===== src/rtl/xcorr_lag_finder.sv =====
// Cross-correlation lag finder: captures one frame per microphone, then
// searches lags -MAX_LAG..+MAX_LAG with one MAC and reports the peak.
//
// Ports:
//   clk_60MHz    system clock, rising edge
//   rst_n        asynchronous active-low reset
//   sample_valid one sample pair on mic_a/mic_b this cycle
//   mic_a/mic_b  signed DW-bit samples
//   busy         high while correlating; incoming samples are dropped
//   lag_diff     signed 6-bit lag of the peak (positive: B lags A)
//   corr_peak    signed peak correlation value
//   ena          one-cycle pulse when lag_diff/corr_peak update
`timescale 1ns/1ps

module xcorr_lag_finder #(
    parameter int DW      = 16,
    parameter int FRAME   = 64,
    parameter int MAX_LAG = 15,
    parameter int ACC_W   = 2*DW+$clog2(FRAME)+1
) (
    input  logic             clk_60MHz,
    input  logic             rst_n,
    input  logic             sample_valid,
    input  logic [DW-1:0]    mic_a,
    input  logic [DW-1:0]    mic_b,
    output logic             busy,
    output logic [5:0]       lag_diff,
    output logic [ACC_W-1:0] corr_peak,
    output logic             ena
);

    localparam int AW   = $clog2(FRAME);
    localparam int NLAG = 2*MAX_LAG+1;
    localparam int KW   = 6;
    localparam int IW   = AW+KW+2;

    typedef enum logic [1:0] {
        S_CAPTURE,
        S_CALC,
        S_DONE
    } state_t;

    state_t r_state;
    state_t w_state_nxt;

    // capture side
    logic [AW-1:0]        r_cnt;
    logic signed [DW-1:0] r_buf_a [FRAME];
    logic signed [DW-1:0] r_buf_b [FRAME];
    logic                 w_wr;
    logic                 w_cap_last;

    // issue counters: lag index 0..NLAG-1 maps to k = idx - MAX_LAG
    logic [KW-1:0] r_kidx;
    logic [AW-1:0] r_n;
    logic          w_issue;
    logic          w_n_last;
    logic [IW-1:0] w_bidx;
    logic          w_inr;

    // read stage
    logic                 r_s1_vld;
    logic                 r_s1_first;
    logic                 r_s1_last;
    logic [KW-1:0]        r_s1_k;
    logic signed [DW-1:0] r_s1_a;
    logic signed [DW-1:0] r_s1_b;

    // multiply stage
    logic                   r_s2_vld;
    logic                   r_s2_first;
    logic                   r_s2_last;
    logic [KW-1:0]          r_s2_k;
    logic signed [2*DW-1:0] r_prod;

    // accumulate / peak tracking
    logic signed [ACC_W-1:0] r_acc;
    logic [KW-1:0]           r_acc_k;
    logic                    r_acc_vld;
    logic signed [ACC_W-1:0] r_max;
    logic [KW-1:0]           r_arg_k;
    logic                    r_fin;
    logic signed [ACC_W-1:0] w_prod_ext;
    logic                    w_take;

    // outputs
    logic [5:0]       r_lag_diff;
    logic [ACC_W-1:0] r_corr_peak;

    // a sample arriving in the DONE cycle starts the next frame
    assign w_wr = sample_valid &&
                  (r_state == S_CAPTURE || r_state == S_DONE);
    assign w_cap_last = w_wr && (r_cnt == AW'(FRAME-1));

    always_ff @(posedge clk_60MHz or negedge rst_n) begin
        if (!rst_n) begin
            r_state <= S_CAPTURE;
        end else begin
            r_state <= w_state_nxt;
        end
    end

    always_comb begin
        w_state_nxt = r_state;
        unique case (r_state)
            S_CAPTURE: if (w_cap_last) w_state_nxt = S_CALC;
            S_CALC:    if (r_fin)      w_state_nxt = S_DONE;
            S_DONE:                    w_state_nxt = S_CAPTURE;
            default:                   w_state_nxt = S_CAPTURE;
        endcase
    end

    always_ff @(posedge clk_60MHz or negedge rst_n) begin
        if (!rst_n) begin
            r_cnt <= '0;
        end else if (w_wr) begin
            r_cnt <= r_cnt + 1'b1;
        end
    end

    // sample memories need no reset; contents are rewritten each frame
    always_ff @(posedge clk_60MHz) begin
        if (w_wr) begin
            r_buf_a[r_cnt] <= $signed(mic_a);
            r_buf_b[r_cnt] <= $signed(mic_b);
        end
    end

    assign w_issue  = (r_state == S_CALC) && (r_kidx < KW'(NLAG));
    assign w_n_last = (r_n == AW'(FRAME-1));
    assign w_bidx   = IW'(r_n) + IW'(r_kidx) - IW'(MAX_LAG);
    assign w_inr    = !w_bidx[IW-1] && (w_bidx < IW'(FRAME));

    always_ff @(posedge clk_60MHz or negedge rst_n) begin
        if (!rst_n) begin
            r_kidx <= '0;
            r_n    <= '0;
        end else if (r_state != S_CALC) begin
            r_kidx <= '0;
            r_n    <= '0;
        end else if (w_issue) begin
            r_n <= r_n + 1'b1;
            if (w_n_last) begin
                r_kidx <= r_kidx + 1'b1;
            end
        end
    end

    // out-of-range B index contributes a zero term but keeps its slot
    always_ff @(posedge clk_60MHz or negedge rst_n) begin
        if (!rst_n) begin
            r_s1_vld   <= 1'b0;
            r_s1_first <= 1'b0;
            r_s1_last  <= 1'b0;
            r_s1_k     <= '0;
            r_s1_a     <= '0;
            r_s1_b     <= '0;
        end else begin
            r_s1_vld   <= w_issue;
            r_s1_first <= (r_n == '0);
            r_s1_last  <= w_n_last && (r_kidx == KW'(NLAG-1));
            r_s1_k     <= r_kidx;
            r_s1_a     <= r_buf_a[r_n];
            r_s1_b     <= w_inr ? r_buf_b[w_bidx[AW-1:0]] : '0;
        end
    end

    always_ff @(posedge clk_60MHz or negedge rst_n) begin
        if (!rst_n) begin
            r_s2_vld   <= 1'b0;
            r_s2_first <= 1'b0;
            r_s2_last  <= 1'b0;
            r_s2_k     <= '0;
            r_prod     <= '0;
        end else begin
            r_s2_vld   <= r_s1_vld;
            r_s2_first <= r_s1_first;
            r_s2_last  <= r_s1_last;
            r_s2_k     <= r_s1_k;
            r_prod     <= r_s1_a * r_s1_b;
        end
    end

    assign w_prod_ext = {{(ACC_W-2*DW){r_prod[2*DW-1]}}, r_prod};

    // first lag seeds the max; later lags win only when strictly larger
    assign w_take = (r_acc_k == '0) || (r_acc > r_max);

    always_ff @(posedge clk_60MHz or negedge rst_n) begin
        if (!rst_n) begin
            r_acc     <= '0;
            r_acc_k   <= '0;
            r_acc_vld <= 1'b0;
            r_max     <= '0;
            r_arg_k   <= '0;
            r_fin     <= 1'b0;
        end else begin
            r_fin <= r_s2_vld && r_s2_last;
            if (r_state != S_CALC) begin
                r_acc_vld <= 1'b0;
            end else if (r_s2_vld) begin
                if (r_s2_first) begin
                    // previous lag's sum is complete: fold it into the max
                    r_acc     <= w_prod_ext;
                    r_acc_k   <= r_s2_k;
                    r_acc_vld <= 1'b1;
                    if (r_acc_vld && w_take) begin
                        r_max   <= r_acc;
                        r_arg_k <= r_acc_k;
                    end
                end else begin
                    r_acc <= r_acc + w_prod_ext;
                end
            end
        end
    end

    // last lag is compared here, in the same edge that enters DONE
    always_ff @(posedge clk_60MHz or negedge rst_n) begin
        if (!rst_n) begin
            r_lag_diff  <= '0;
            r_corr_peak <= '0;
        end else if (r_fin) begin
            if (w_take) begin
                r_lag_diff  <= r_acc_k - 6'(MAX_LAG);
                r_corr_peak <= r_acc;
            end else begin
                r_lag_diff  <= r_arg_k - 6'(MAX_LAG);
                r_corr_peak <= r_max;
            end
        end
    end

    assign busy      = (r_state == S_CALC);
    assign ena       = (r_state == S_DONE);
    assign lag_diff  = r_lag_diff;
    assign corr_peak = r_corr_peak;

endmodule


===== config.mk =====
export PLATFORM = sky130hd
export DESIGN_NAME = xcorr_lag_finder
export DESIGN_NICKNAME = d
export VERILOG_FILES = /design/src/rtl/xcorr_lag_finder.sv
export SDC_FILE = /design/constraint.sdc
export NUM_CORES = 2
export LEC_CHECK = 0
export ABC_AREA = 1
export CAP_MARGIN = 0
export CORE_ASPECT_RATIO = 0.9
export CORE_MARGIN = 3
export CORE_UTILIZATION = 35
export CTS_CLUSTER_DIAMETER = 50
export DETAILED_ROUTE_END_ITERATION = 10
export REMOVE_ABC_BUFFERS = 1
export SETUP_SLACK_MARGIN = 0.1
export SLEW_MARGIN = 15
export SYNTH_ARGS = -nofsm -noshare
export SYNTH_HDL_FRONTEND = slang
export SYNTH_SLANG_ARGS = --single-unit

===== constraint.sdc =====
create_clock -name clk_60MHz -period 14.65 [get_ports clk_60MHz]
set_input_delay 3.6625 -clock clk_60MHz [delete_from_list [all_inputs] [get_ports clk_60MHz]]
set_output_delay 3.6625 -clock clk_60MHz [all_outputs]
set_load 0.03 [all_outputs]

==> impl_results.md <==
- Outcome: completed
- GRT overflow: 0
- Final WL: roughly 290000 µm
- Largest net degree at the start of global routing: between 200 and 250
- Vias in the first global route: roughly 66000
- Fill count: 27000
- H-tree levels: 4
- Final min period: 6.51 ns
- CTS clock-pin slew for the worst setup and hold paths: 0.06 ns
- TritonCTS clock tree: done
- Nature of the critical path endpoint: primary output
- Worst Path Max Fanout: 2
- Post-route DRC violation count: 0
- Seq/Total Area, Yosys: 0.658
- Layout cell share with drive strength beyond 1: 0.0760
- WL/cell: roughly 24 µm
- Hold crit path type: reg2reg
- WS Path Type: reg2out
- # clock sinks: approximately 2300
- Slew HR: 0.0711
- Pre-antenna DRT Iters: 6
- #FFs+latches synth: approximately 2300
- Cts bufs inserted: between 200 and 250
- Syn_area_per_cell: 12.1 µm²
- Setup ws final: between 8 and 9 ns
- Worst skew pair latency: 0.93 ns
- Met1 Wirelength: 122000 µm
- Die area: around 300000 µm²
- ANT nets after route: 0
- Layout area overhead: 12.3%
- Clk_skew: between 0.1 and 0.15 ns
- Max_cap viols: 0
- EDFF count, synth: just over 2000
- Synth area leader: edfxtp_1
- Hold-fix buffers, CTS: 0
- Top Metal Used: met5
- First DRT Iteration DRCs: 8095
- HPWL Detailed: ~170000 µm
- CTS root buffer: clkbuf_16
- Gr usage total: 0.191
- CTS resizes: 0
- Port bufs: 81
- Post-Syn Area: about 100000 µm²
- Endpoints failing hold: 0
- Dpl ws: 7.47 ns
- Initial antenna violation count: 25
- Die H: between 500 and 600 µm
- Vias: 67500
- Post-CTS Setup Bufs: 0
- Hold_ws: between 0.3 and 0.4 ns
- DR vias/cell: approximately 5.4
- RSZ-0062 raised after global routing: false
- First-pass GRT wire length: ~440000 µm
- F_max: roughly 150 MHz
- Row count: around 190
- Routed wl met2: ~140000 µm
- Mapped Cells: approximately 8500
- CORE AREA: about 290000 µm²
- Crit path required time: around 11 ns
- Synth async-reset ratio: 0.105
- YS warnings: 0
- Final Slew Violations: 0
- Share of the synthesized area in the top cell type: 0.600
- Placed cell area: 107000 µm²
- GP Congestion: between 0.8 and 0.9
- Horiz. Die Dim: ~580 µm
- Final Cell Area: around 120000 µm²
- Initial core utilization: 0.354
- Longest Clk Path Bufs: 4
- Setup violators final: 0
- Worst Path Arrival: 2.84 ns
- Nets@finish: between 8000 and 9000
- Static leakage: about 0.04 µW
- Metal3 WL: ~23000 µm
- Startpoint types: flip-flop
- Ratio of final minimum period to clock period: 0.444
- Io pins: 82
- Setup TNS: 0 ns
- Ys flop type: edfxtp_1
- Yosys cell types: 64
- Pwr per Cell Area: around 120 nW/µm²
- Slew @ Worst Pin: ~1.4 ns
- Maximum VDD drop: about 0.00011 V
- Most area-consuming cells after synthesis: edfxtp_1, dfrtp_1, fa_1
## cells by family (layout without fill, tap and decap cells)
kind of cell | Yosys count | count (layout) | share of synthesized area
xor+xnor | 70 | 70 | 0.00598
simple gates | 2426 | 2426 | 0.0943
fa+ha+maj | 440 | 440 | 0.0731
flops | 2287 | 2287 | 0.658
buf+inv | 1182 | 1266 | 0.0452
other cells | 0 | 5 | 0
compound gates | 2088 | 2088 | 0.123
## layout make-up
type | instances | area (µm²) | area share
tap | 3874 | 4850 | 0.0421
multi-input combinational | 5024 | 30900 | 0.269
inverter | 649 | 2470 | 0.0214
clock inverter | 150 | 1520 | 0.0132
clock buffer | 284 | 6200 | 0.0539
antenna | 5 | 12.5 | 0.000109
sequential | 2287 | 67500 | 0.586
timing repair buffer | 183 | 1650 | 0.0144
## final timing paths
path                       startpoint      endpoint  slack (ns)  cells past startpoint
setup / recovery           r_state[1]           ena        8.14                      3
hold / removal              r_s1_k[4]     r_s2_k[4]        0.35                      0
setup reg to reg            r_s1_a[9]    r_prod[30]        8.19                     20
hold reg to reg             r_s1_k[4]     r_s2_k[4]        0.35                      0
max in group asynchronous       rst_n        r_n[1]       10.23                      2
min in group asynchronous       rst_n  corr_peak[6]        2.94                      1
## layer usage
metal,vias to the layer above,GRT usage
met3,483,0.0282
met5,-,0
met2,2857,0.308
met4,2,0.0739
met1,34000,0.260
li1,30200,-
## cells in the final DEF, fill, tap and decap left out, types with 235 or more instances in the layout
| cell type | count |
|---|---|
| a21oi_1 | 511 |
| o21ai_0 | 788 |
| inv_1 | 635 |
| edfxtp_1 | 2048 |
| fa_1 | 263 |
| nor2_1 | 813 |
| dfrtp_1 | 235 |
| clkbuf_16 | 240 |
| nand2_1 | 1229 |
## sequential cells by signal, indices dropped and copies added (netlist names), 2 cells and up
name       flops
r_kidx         6
lag_diff       6
r_state        2
r_s1_k         6
r_prod        32
r_buf_a     1024
r_s1_a        16
r_acc         39
corr_peak     39
r_cnt          6
r_s2_k         6
r_max         39
r_s1_b        16
r_n            6
r_arg_k        6
r_acc_k        6
r_buf_b     1024
## metrics by stage
step	instances	total power (µW)	util
2_1_floorplan	7960	7240	-
3_3_place_gp	12000	7380	0.370
3_5_place_dp	12000	7390	0.370
4_1_cts	12400	13300	0.397
5_1_grt	12500	13600	0.397
6_report	12500	13300	0.397
## critical path: stages (launching register included)
cell and delay, ns:
dfrtp_1 0.41, inv_1 0.16, nor2_1 0.62, clkdlybuf4s50_1 0.85
## report_power, final
group | total, µW | internal (µW) | switching (µW) | leakage (µW)
logic | 142 | 7.62 | 134 | 0.0156
registers | 7110 | 7110 | 0 | 0.0214
clock network | 6000 | 3450 | 2560 | 0.00374
total | 13300 | 10600 | 2690 | 0.0408
## synthesized netlist by cell type (10+ instances only)
master / instances
a221oi_1: 137
or2_2: 13
nand4_1: 11
xor2_1: 44
a31oi_1: 41
buf_2: 84
clkbuf_1: 400
nor3_1: 37
o21ai_2: 48
edfxtp_1: 2048
a311oi_1: 17
nor4_1: 13
a21oi_1: 512
nor2_1: 871
o22ai_1: 223
nand2_2: 10
fa_1: 264
xnor2_1: 26
o311ai_0: 15
ha_1: 176
a32o_1: 26
nand2_1: 1229
inv_1: 637
buf_1: 36
o211ai_1: 61
o221ai_1: 121
o31ai_1: 27
dfrtp_1: 239
nand3_1: 223
o21ai_0: 788
Power figures use the tool's default switching activity.
